## src/rtl/bus_arb_mux_pkg.sv

```systemverilog
// Shared constants for the CPU bus arbiter: source indices, FSM encoding
// and arbitration mode selectors.
package cpu_bus_pkg;

    localparam int R0       = 0;
    localparam int R1       = 1;
    localparam int R2       = 2;
    localparam int R3       = 3;
    localparam int R4       = 4;
    localparam int R5       = 5;
    localparam int R6       = 6;
    localparam int R7       = 7;
    localparam int R8       = 8;
    localparam int R9       = 9;
    localparam int R10      = 10;
    localparam int R11      = 11;
    localparam int R12      = 12;
    localparam int R13      = 13;
    localparam int R14      = 14;
    localparam int R15      = 15;
    localparam int HI       = 16;
    localparam int LO       = 17;
    localparam int ZHIGH    = 18;
    localparam int ZLOW     = 19;
    localparam int PC       = 20;
    localparam int MDR      = 21;
    localparam int INPORT   = 22;
    localparam int CSIGNEXT = 23;

    localparam int ARB_PRIO = 0;
    localparam int ARB_RR   = 1;

    typedef enum logic {
        EMPTY = 1'b0,
        FULL  = 1'b1
    } bus_state_t;

endpackage

```

## src/rtl/bus_arb_mux_if.sv

```systemverilog
// Source-side and consumer-side signals of the arbitrated bus.
// slave: the arbiter's view; master: the environment driving it.
interface bus_arb_mux_if #(
    parameter int DATA_W  = 32,
    parameter int NUM_SRC = 24
);
    localparam int SEL_W = $clog2(NUM_SRC);

    logic [NUM_SRC*DATA_W-1:0] src_data;
    logic [NUM_SRC-1:0]        src_req;
    logic [NUM_SRC-1:0]        src_gnt;
    logic [DATA_W-1:0]         bus_out;
    logic                      bus_valid;
    logic                      bus_ready;
    logic [SEL_W-1:0]          bus_sel;
    logic                      bus_parity;
    logic                      conflict;
    logic [7:0]                conflict_cnt;
    logic                      clr_stats;

    modport slave (
        input  src_data, src_req, bus_ready, clr_stats,
        output src_gnt, bus_out, bus_valid, bus_sel, bus_parity, conflict, conflict_cnt
    );

    modport master (
        output src_data, src_req, bus_ready, clr_stats,
        input  src_gnt, bus_out, bus_valid, bus_sel, bus_parity, conflict, conflict_cnt
    );
endinterface

```

## src/rtl/bus_arb_mux_arb_pick.sv

```systemverilog
// Find-first-set over req starting at ptr, wrapping from N-1 back to 0.
// With ptr=0 this degenerates to plain lowest-index priority.
module arb_pick
    import cpu_bus_pkg::*;
#(
    parameter int N     = 24,
    parameter int SEL_W = $clog2(N)
) (
    input  logic [N-1:0]     req,
    input  logic [SEL_W-1:0] ptr,
    output logic [SEL_W-1:0] idx,
    output logic [N-1:0]     gnt,
    output logic             any
);

    logic [N-1:0] upper;

    // Prefer requesters at or above ptr; fall back to the lowest overall.
    always_comb begin
        upper = req & ({N{1'b1}} << ptr);
        idx   = '0;
        any   = |req;
        if (|upper) begin
            for (int i = N - 1; i >= 0; i--) begin
                if (upper[i]) idx = SEL_W'(i);
            end
        end else begin
            for (int i = N - 1; i >= 0; i--) begin
                if (req[i]) idx = SEL_W'(i);
            end
        end
        gnt = '0;
        if (any) gnt[idx] = 1'b1;
    end

endmodule

```

## src/rtl/bus_arb_mux.sv

```systemverilog
// N-source bus arbiter with a one-deep registered output stage.
// Optional macro BUS_ARB_PARITY_EN adds registered even parity on bus_parity;
// without it bus_parity is tied low.
//
// state | meaning
// EMPTY | no word held, bus_valid=0, bus_out keeps the last word
// FULL  | bus_out holds an untransferred word, bus_valid=1
module bus_arb_mux
    import cpu_bus_pkg::*;
#(
    parameter int DATA_W   = 32,
    parameter int NUM_SRC  = 24,
    parameter int ARB_MODE = ARB_PRIO
) (
    input  logic              clk,
    input  logic              rst,
    bus_arb_mux_if.slave      bus
);

    localparam int SEL_W = $clog2(NUM_SRC);

    bus_state_t        state_q, state_d;
    logic [SEL_W-1:0]  rr_ptr_q;
    logic [SEL_W-1:0]  pick_ptr;
    logic [SEL_W-1:0]  win;
    logic [NUM_SRC-1:0] win_gnt;
    logic              any_req;
    logic              capture;
    logic              multi;
    logic [DATA_W-1:0] win_data;
    logic [DATA_W-1:0] bus_out_q;
    logic [SEL_W-1:0]  bus_sel_q;
    logic              conflict_q;
    logic [7:0]        conflict_cnt_q;

    // Fixed-priority mode always searches from index 0.
    assign pick_ptr = (ARB_MODE == ARB_RR) ? rr_ptr_q : '0;

    arb_pick #(
        .N     (NUM_SRC),
        .SEL_W (SEL_W)
    ) u_pick (
        .req (bus.src_req),
        .ptr (pick_ptr),
        .idx (win),
        .gnt (win_gnt),
        .any (any_req)
    );

    // More than one request bit set: clearing the lowest set bit leaves something.
    assign multi   = (bus.src_req & (bus.src_req - 1'b1)) != '0;
    assign capture = any_req && ((state_q == EMPTY) || bus.bus_ready);

    // Winner data mux.
    always_comb begin
        win_data = '0;
        for (int i = 0; i < NUM_SRC; i++) begin
            if (win == SEL_W'(i)) win_data = bus.src_data[i*DATA_W +: DATA_W];
        end
    end

    // Next-state logic; a capture always lands in FULL, a drain with no new request empties.
    always_comb begin
        state_d = state_q;
        if (capture) begin
            state_d = FULL;
        end else if (state_q == FULL && bus.bus_ready) begin
            state_d = EMPTY;
        end
    end

    // State register.
    always_ff @(posedge clk or negedge rst) begin
        if (!rst) state_q <= EMPTY;
        else      state_q <= state_d;
    end

    // Output stage and round-robin pointer advance on capture.
    always_ff @(posedge clk or negedge rst) begin
        if (!rst) begin
            bus_out_q <= '0;
            bus_sel_q <= '0;
            rr_ptr_q  <= '0;
        end else if (capture) begin
            bus_out_q <= win_data;
            bus_sel_q <= win;
            rr_ptr_q  <= (win == SEL_W'(NUM_SRC - 1)) ? '0 : win + 1'b1;
        end
    end

    // Conflict pulse and saturating counter; a clear beats a same-cycle increment.
    always_ff @(posedge clk or negedge rst) begin
        if (!rst) begin
            conflict_q     <= 1'b0;
            conflict_cnt_q <= '0;
        end else begin
            conflict_q <= capture && multi;
            if (bus.clr_stats) begin
                conflict_cnt_q <= '0;
            end else if (capture && multi && conflict_cnt_q != 8'hFF) begin
                conflict_cnt_q <= conflict_cnt_q + 8'd1;
            end
        end
    end

`ifdef BUS_ARB_PARITY_EN
    logic parity_q;

    // Parity of the captured word, kept in step with bus_out.
    always_ff @(posedge clk or negedge rst) begin
        if (!rst)         parity_q <= 1'b0;
        else if (capture) parity_q <= ^win_data;
    end

    assign bus.bus_parity = parity_q;
`else
    assign bus.bus_parity = 1'b0;
`endif

    assign bus.src_gnt      = capture ? win_gnt : '0;
    assign bus.bus_out      = bus_out_q;
    assign bus.bus_sel      = bus_sel_q;
    assign bus.bus_valid    = (state_q == FULL);
    assign bus.conflict     = conflict_q;
    assign bus.conflict_cnt = conflict_cnt_q;

endmodule

```

## src/flat_wrapper.sv

```systemverilog
// flat-port wrapper written by rule: the top's interface ports become plain ports
module bus_arb_mux_flat import cpu_bus_pkg::*;
#(
    parameter int DATA_W   = 32,
    parameter int NUM_SRC  = 24,
    parameter int ARB_MODE = ARB_PRIO
)
  (clk, rst, bus_src_data, bus_src_req, bus_bus_ready, bus_clr_stats, bus_src_gnt, bus_bus_out, bus_bus_valid, bus_bus_sel, bus_bus_parity, bus_conflict, bus_conflict_cnt);
  bus_arb_mux_if #(.DATA_W(DATA_W), .NUM_SRC(NUM_SRC)) bus_i ();
  input  logic clk;
  input  logic rst;
  input wire logic [$bits(bus_i.src_data)-1:0] bus_src_data;
  input wire logic [$bits(bus_i.src_req)-1:0] bus_src_req;
  input wire logic [$bits(bus_i.bus_ready)-1:0] bus_bus_ready;
  input wire logic [$bits(bus_i.clr_stats)-1:0] bus_clr_stats;
  output wire logic [$bits(bus_i.src_gnt)-1:0] bus_src_gnt;
  output wire logic [$bits(bus_i.bus_out)-1:0] bus_bus_out;
  output wire logic [$bits(bus_i.bus_valid)-1:0] bus_bus_valid;
  output wire logic [$bits(bus_i.bus_sel)-1:0] bus_bus_sel;
  output wire logic [$bits(bus_i.bus_parity)-1:0] bus_bus_parity;
  output wire logic [$bits(bus_i.conflict)-1:0] bus_conflict;
  output wire logic [$bits(bus_i.conflict_cnt)-1:0] bus_conflict_cnt;
  assign bus_i.src_data = bus_src_data;
  assign bus_i.src_req = bus_src_req;
  assign bus_i.bus_ready = bus_bus_ready;
  assign bus_i.clr_stats = bus_clr_stats;
  assign bus_src_gnt = bus_i.src_gnt;
  assign bus_bus_out = bus_i.bus_out;
  assign bus_bus_valid = bus_i.bus_valid;
  assign bus_bus_sel = bus_i.bus_sel;
  assign bus_bus_parity = bus_i.bus_parity;
  assign bus_conflict = bus_i.conflict;
  assign bus_conflict_cnt = bus_i.conflict_cnt;
  bus_arb_mux #(.DATA_W(DATA_W), .NUM_SRC(NUM_SRC), .ARB_MODE(ARB_MODE)) u_core (.clk(clk), .rst(rst), .bus(bus_i));
endmodule
```

## config.mk

```make
export PLATFORM = sky130hd
export DESIGN_NAME = bus_arb_mux_flat
export DESIGN_NICKNAME = d
export VERILOG_FILES = /design/src/rtl/bus_arb_mux_pkg.sv /design/src/rtl/bus_arb_mux_if.sv /design/src/rtl/bus_arb_mux_arb_pick.sv /design/src/rtl/bus_arb_mux.sv /design/src/flat_wrapper.sv
export SDC_FILE = /design/constraint.sdc
export NUM_CORES = 1
export LEC_CHECK = 0
export CAP_MARGIN = 20
export CORE_AREA = 2 2 340 342
export CTS_BUF_LIST = sky130_fd_sc_hd__clkbuf_8 sky130_fd_sc_hd__clkbuf_16
export DETAILED_ROUTE_END_ITERATION = 16
export DIE_AREA = 0 0 342 344
export GPL_TIMING_DRIVEN = 0
export SLEW_MARGIN = 20
export SYNTH_ARGS = -nofsm -noshare
export SYNTH_HDL_FRONTEND = slang
export SYNTH_SLANG_ARGS = --single-unit
```

## constraint.sdc

```tcl
create_clock -name clk -period 6.2 [get_ports clk]
set_input_delay 1.24 -clock clk [delete_from_list [all_inputs] [get_ports clk]]
set_output_delay 1.24 -clock clk [all_outputs]
set_load 0.05 [all_outputs]
```

## After elaboration in Yosys (flattened, before gate mapping)

Cells that the tools add are included.

| storage, ports and cells | value |
|---|---|
| register bits after elaboration | 47 |
| input port bits | 796 |
| logic and storage cells | 102 |

| operators by class | value |
|---|---|
| $add $sub $neg | 2 |
| $lt $le $gt $ge | 2 |
| equal/unequal tests | 24 |
| mux-type cells | 56 |
| bitwise operators | 2 |
| reductions and logical operators | 11 |

Operator list:

| operator | number |
|---|---|
| $mux W32 | 24 |
| $mux W5 | 24 |
| $mux W24 | 2 |
| $eq A5 B4 Y1 const B | 8 |
| $eq A5 B5 Y1 const B | 8 |
| $and A24 B24 Y24 | 1 |
| $reduce_bool A24 Y1 | 1 |
| $reduce_or A24 Y1 | 1 |
| $sub A24 B1 Y24 const B | 1 |
| $eq A5 B3 Y1 const B | 4 |
| $mux W8 | 2 |
| $eq A5 B2 Y1 const B | 2 |
| $add A8 B1 Y8 const B | 1 |
| $ne A8 B8 Y1 const B | 1 |
| $lt A5 B6 Y1 const B | 1 |
| $demux W1 S5 | 1 |
| $eq A5 B1 Y1 const B | 1 |
| $ge A5 B1 Y1 const B | 1 |
| $logic_and A1 B1 Y1 | 5 |
| $logic_not A5 Y1 | 1 |
| $reduce_bool A2 Y1 | 2 |
| $mux W1 | 3 |
| $logic_or A1 B1 Y1 | 1 |
| $not A1 Y1 | 1 |

## Longest topological paths before layout

| depth | value |
|---|---|
| depth in word-level cells | 49 |
| mapped depth | 14 |
| depth with buffers taken out | 9 |

## By module

From an unflattened synthesis, not the netlist that was laid out.

| second synthesis, totals | value |
|---|---|
| cell total of the unflattened synthesis | 1,522 |
| area, all modules | 10,186.0 µm² |

Modules (own cells, without submodules):

| module | times used | cells each | area each (µm²) | sequential area each (µm²) |
|---|---|---|---|---|
| bus_arb_mux | 1 | 1,297 | 8,818.5 | 1,176.1 |
| arb_pick | 1 | 225 | 1,367.6 | 0.0 |

## Worst setup path before layout

OpenSTA, ideal clock, no wires.

| path | value |
|---|---|
| path type | input port to output port |
| from | input bus_src_req[2] |
| to | output bus_src_gnt[14] |
| arrival | 3,674 ps |
| required time | 4,960 ps |
| path slack | 1,286 ps |
| cell stages on the path | 8 |
| path through | buf_2 -> nor4_4 -> nand3_1 -> nor2_1 -> nand3_1 -> buf_2 -> clkbuf_1 -> nor2_1 |

| on the way | value |
|---|---|
| word-level cells in the longest chain between the ends | 9 |
| elaborated cells on any way between the ends | 12 |
| those cells by class | 2 x order compare; 7 x mux; 3 x reduce/logical |

RTL lines:

| what | line | source |
|---|---|---|
| start: declaration | flat_wrapper.sv:13 | `input wire logic [$bits(bus_i.src_req)-1:0] bus_src_req;` |
| $mux W5 (3 in series) | bus_arb_mux_arb_pick.sv:25, bus_arb_mux_arb_pick.sv:29 |  |
| $lt A5 B6 Y1 (not written as such) or $ge A5 B1 Y1 (tied branches) | bus_arb_mux_arb_pick.sv:33 | `if (any) gnt[idx] = 1'b1;` |
| $logic_and A1 B1 Y1 (not written as such) | bus_arb_mux_arb_pick.sv:33 |  |
| $mux W1 (not written as such) | bus_arb_mux_arb_pick.sv:33 |  |
| $demux W1 S5 | bus_arb_mux_arb_pick.sv:33 |  |
| $mux W24 | bus_arb_mux_arb_pick.sv:33 |  |
| $mux W24 (*) | bus_arb_mux.sv:120 | `assign bus.src_gnt = capture ? win_gnt : '0;` |
| end: declaration | flat_wrapper.sv:16 | `output wire logic [$bits(bus_i.src_gnt)-1:0] bus_src_gnt;` |

Every way passes the cells marked *; elsewhere a longest branch is shown, timed or not.

## Worst setup path after layout

| path | value |
|---|---|
| from | input bus_src_req[11] |
| to | output bus_src_gnt[14] |

| on the way | value |
|---|---|
| word-level cells in the longest chain between the ends | 18 |
| elaborated cells on any way between the ends | 21 |
| those cells by class | 2 x order compare; 16 x mux; 3 x reduce/logical |

RTL lines:

| what | line |
|---|---|
| $mux W5 (12 in series) | bus_arb_mux_arb_pick.sv:25, bus_arb_mux_arb_pick.sv:29 |
| $lt A5 B6 Y1 (not written as such) or $ge A5 B1 Y1 (tied branches) | bus_arb_mux_arb_pick.sv:33 |
| $logic_and A1 B1 Y1 (not written as such) | bus_arb_mux_arb_pick.sv:33 |
| $mux W1 (not written as such) | bus_arb_mux_arb_pick.sv:33 |
| $demux W1 S5 | bus_arb_mux_arb_pick.sv:33 |
| $mux W24 | bus_arb_mux_arb_pick.sv:33 |
| $mux W24 (*) | bus_arb_mux.sv:120 |

Marked as above.

==> reports/qor.txt <==
ROUTE
-------------------------------------------------------------------------------------------------
Initial DRT Pass Iterations                                                                     7
Vias                                                                                       16,800
Post-detailed-route DRC marker count                                                            0
Remaining antenna violation count after routing                                                 0
Sum of routed wire length over all layers                                                  145 mm
DRC violation total after the first TritonRoute iteration                                   2,093
Avg Vias per Cell                                                                            4.61
Wire per inst                                                                             39.8 µm

FINAL LAYOUT
-------------------------------------------------------------------------------------------------
Number of nets in the layout                                                                2,881
Area Overhead vs Synth                                                                       131%
Share of cells above drive strength 1                                                       7.87%
Post-route cell area                                                                   0.0197 mm²

WORST SETUP PATH
-------------------------------------------------------------------------------------------------
Largest stage delay on the critical path                                                  0.62 ns
Worst EP arrival                                                                          4.93 ns
Cells along the critical path                                                        clkdlybuf4s50_1, nor4_2, nand3_1, nor2_4, nand3_2, buf_2, nor2_1, dlygate4sd2_1
Total buffers and inverters traversed by the critical path                                      3
Cell at the slowest stage of the critical path                                       sky130_fd_sc_hd__nor4_2
WS Path Type                                                                            in -> out
Crit path required time                                                                   4.96 ns
Launching element type of the critical path                                          primary input
Setup crit end kind                                                                    output pin
Crit path max-delay family                                                           simple AND/OR/NAND/NOR gates
Maximum fanout along the worst path                                                            19

GRT
-------------------------------------------------------------------------------------------------
Number of antenna violations at the first check in global routing                             110
Number of global-route vias before repair                                                  16,000
Pin count of the biggest net entering global routing                                           32
Total congestion overflow                                                                       0
Global-route wire length before repair                                                     176 mm
GRT Overall Usage                                                                           23.2%

CTS
-------------------------------------------------------------------------------------------------
Number of buffers between clock root and the deepest sink                                       2
CTS sink count                                                                                 47
Clock latency on the worst-skew pair                                                      0.34 ns
TritonCTS clock tree                                                                        built
Reg clk slew, reported paths                                                              0.09 ns
Root cell of the clock tree                                                          sky130_fd_sc_hd__clkbuf_16
CTS Buf Count                                                                                   5
CTS HTree Levels                                                                                2

SYNTH
-------------------------------------------------------------------------------------------------
Most common flop cell mapped by yosys                                                sky130_fd_sc_hd__dfrtp_1
Share of the yosys chip area belonging to registers                                         13.8%
Synth Area in Compound Gates                                                                51.5%
Share of the synthesized netlist area taken by xor and xnor gates                              0%
Post-synthesis async set-or-reset flop share                                                 100%
Area share of and/or/nand/nor cells after synthesis                                         27.0%
Number of flops mapped to enable cells by yosys                                                 0
Avg Cell Area, Syn                                                                       7.07 µm²
Synth Area in Adders                                                                       0.381%
Number of standard cells after synthesis                                                    1,207
Fraction of synthesized area in multiplexers                                               0.880%
Cell area after technology mapping                                                    0.00853 mm²
Number of distinct library cell variants in the gate-level netlist after synthesis             97
Combinational family with the most area after synthesis                              compound AO/OA/AOI/OAI gates
Yosys warning total                                                                             0
Register bit count reported by yosys                                                           47
Mapped Nets                                                                                 2,004

TIMING
-------------------------------------------------------------------------------------------------
Final Slew Violations                                                                           0
Hold Violations, Final                                                                          0
Part of the cycle the worst path needs                                                      99.5%
Fin Hold WS                                                                              0.486 ns
Setup Skew                                                                              0.0133 ns
Final worst path period need                                                              6.17 ns
Setup repair after global routing missed its margin                                         false
Final setup violation count                                                                     0
Maximum achievable frequency                                                            0.162 GHz
Pin slew with the least headroom to its limit                                             1.21 ns
Worst slew margin relative to its limit                                                     19.0%
Aggregate negative setup slack                                                               0 ns

PWR
-------------------------------------------------------------------------------------------------
Max rail drop VDD                                                                       0.0838 mV
Leakage power of the design                                                               6.58 nW
Power per standard cell area                                                          97.9 mW/mm²

OUTCOME
-------------------------------------------------------------------------------------------------
Run status                                                                           finished, final reports clean

PLACEMENT
-------------------------------------------------------------------------------------------------
Weighted congestion reported at the end of routability-driven placement                     0.941
Dpl hpwl                                                                                   127 mm
Area of placed instances                                                               0.0193 mm²
PortBufs                                                                                      859

FLOORPLAN
-------------------------------------------------------------------------------------------------
IO Count                                                                                      868
Cell row count                                                                                124
Die W                                                                                      342 µm
Core region area                                                                        0.114 mm²
Y dimension of the die                                                                     344 µm
Die ar.                                                                                 0.118 mm²
Starting density of the core                                                                7.49%

RUN
-------------------------------------------------------------------------------------------------
MaxCap Viol Count                                                                               0

WORST HOLD PATH
-------------------------------------------------------------------------------------------------
Path category of the worst min-delay check                                             reg -> reg

## cells by family (layout without fill, tap and decap cells)
family	after synthesis	in the layout
AO/OA/AOI/OAI	563	563
other	1	36
AND/OR/NAND/NOR	466	466
adder cells (fa/ha/maj)	3	3
flip-flops	47	47
buffers and inverters	120	998
multiplexers	7	7
## tightest hold or removal path, stage by stage (launching register included)
cell,delay [ns]
sky130_fd_sc_hd__dfrtp_1,0.35
sky130_fd_sc_hd__nand2_1,0.05
sky130_fd_sc_hd__o21ai_0,0.06
## through the flow
step                total power [mW]  util (%)  std cells  setup slack (ns)
floorplan                      0.677         -       1207              1.29
global placement                1.55      16.7       3578             -1.71
detailed placement              1.56      16.9       3588             -1.31
CTS                             1.92      17.2       3595          0.000828
global route                    1.98      17.3       3614           0.00551
finish                          1.93      17.3       3632            0.0293
## final timing paths
check | startpoint | cells after the start | slack, ns | to
worst min-delay path | u_core.bus.bus_sel[1] | 2 | 0.49 | u_core.bus.bus_sel[1]
worst max register to register | u_core.bus.bus_valid | 7 | 3.26 | u_core.bus.bus_out[22]
min in group asynchronous | rst | 1 | 0.79 | u_core.bus.bus_out[8]
worst max-delay path | bus_src_req[11] | 8 | 0.03 | bus_src_gnt[14]
worst min register to register | u_core.bus.bus_sel[1] | 2 | 0.49 | u_core.bus.bus_sel[1]
max in group asynchronous | rst | 2 | 4.88 | u_core.bus.conflict_cnt[4]
## final cells by class
class / instances / area (µm²)
diodes: 35 / 87.6
plain buffers: 100 / 494
clock buffers: 6 / 139
clock inverters: 2 / 16.3
fillers: 13000 / 94200
inverters: 13 / 48.8
multi-input cells: 1040 / 7070
flip-flops and latches: 47 / 1180
well taps: 1512 / 1890
repair buffers: 877 / 8770
## placed cells by master, fill, tap and decap left out, types with 23 or more instances in the layout
master and instances:
sky130_fd_sc_hd__clkdlybuf4s50_1 847, sky130_fd_sc_hd__nor2_1 140, sky130_fd_sc_hd__nand2_1 98, sky130_fd_sc_hd__a22oi_1 81, sky130_fd_sc_hd__o21ai_0 48, sky130_fd_sc_hd__a222oi_1 47
sky130_fd_sc_hd__dfrtp_1 47, sky130_fd_sc_hd__a221oi_1 45, sky130_fd_sc_hd__a21oi_1 43, sky130_fd_sc_hd__nand3_1 42, sky130_fd_sc_hd__o22ai_1 40, sky130_fd_sc_hd__nor3_1 39
sky130_fd_sc_hd__buf_2 38, sky130_fd_sc_hd__clkbuf_1 38, sky130_fd_sc_hd__diode_2 35, sky130_fd_sc_hd__a221o_1 26, sky130_fd_sc_hd__o211ai_1 24, sky130_fd_sc_hd__a211oi_1 24
sky130_fd_sc_hd__nand4_1 23, sky130_fd_sc_hd__o221ai_1 23
## registers in the layout (all words and copies together) (netlist names)
signal / count
u_core.bus.bus_valid: 1
u_core.bus.bus_sel: 5
u_core.bus.bus_out: 32
u_core.bus.conflict: 1
u_core.bus.conflict_cnt: 8
## synth_stat cells (13+ instances only)
cell	instances	area [µm²]
sky130_fd_sc_hd__a222oi_1	47	470
sky130_fd_sc_hd__nor2_1	143	537
sky130_fd_sc_hd__nand2_1	105	394
sky130_fd_sc_hd__nand4_1	23	144
sky130_fd_sc_hd__o221ai_1	23	201
sky130_fd_sc_hd__o22ai_1	40	250
sky130_fd_sc_hd__inv_1	13	48.8
sky130_fd_sc_hd__o211ai_1	24	180
sky130_fd_sc_hd__a221o_1	26	260
sky130_fd_sc_hd__a21oi_1	47	235
sky130_fd_sc_hd__nor3_1	45	225
sky130_fd_sc_hd__nor4_1	14	87.6
sky130_fd_sc_hd__clkbuf_1	51	191
sky130_fd_sc_hd__and3_1	17	106
sky130_fd_sc_hd__o21ai_0	49	245
sky130_fd_sc_hd__o31ai_1	14	105
sky130_fd_sc_hd__dfrtp_1	47	1180
sky130_fd_sc_hd__a221oi_1	46	403
sky130_fd_sc_hd__buf_2	41	205
sky130_fd_sc_hd__a211oi_1	29	218
sky130_fd_sc_hd__a22oi_1	81	608
sky130_fd_sc_hd__a22o_1	16	140
sky130_fd_sc_hd__nand3_1	45	225
## routing by layer
| layer | track usage [%] | routed length (µm) |
|---|---|---|
| met1 | 27.9 | 56400 |
| met2 | 37.7 | 66200 |
| met3 | 9.67 | 16900 |
| met4 | 6.93 | 4550 |
| met5 | 0.641 | 617 |
## timing repair
item | 4_1_cts | 5_1_grt
cloned | 0 | 0
endpoints found under the setup margin | 20 | 12
setup buffers | 6 | 2
pin swaps | 3 | 1
hold buffers | 0 | 0
gates resized for setup | 41 | 16
## power by group
part	switching, mW	total [mW]	internal (mW)
Combinational	0.620	1.23	0.610
Clock	0.178	0.341	0.163
Sequential	0.0229	0.358	0.335
Power figures use the tool's default switching activity.
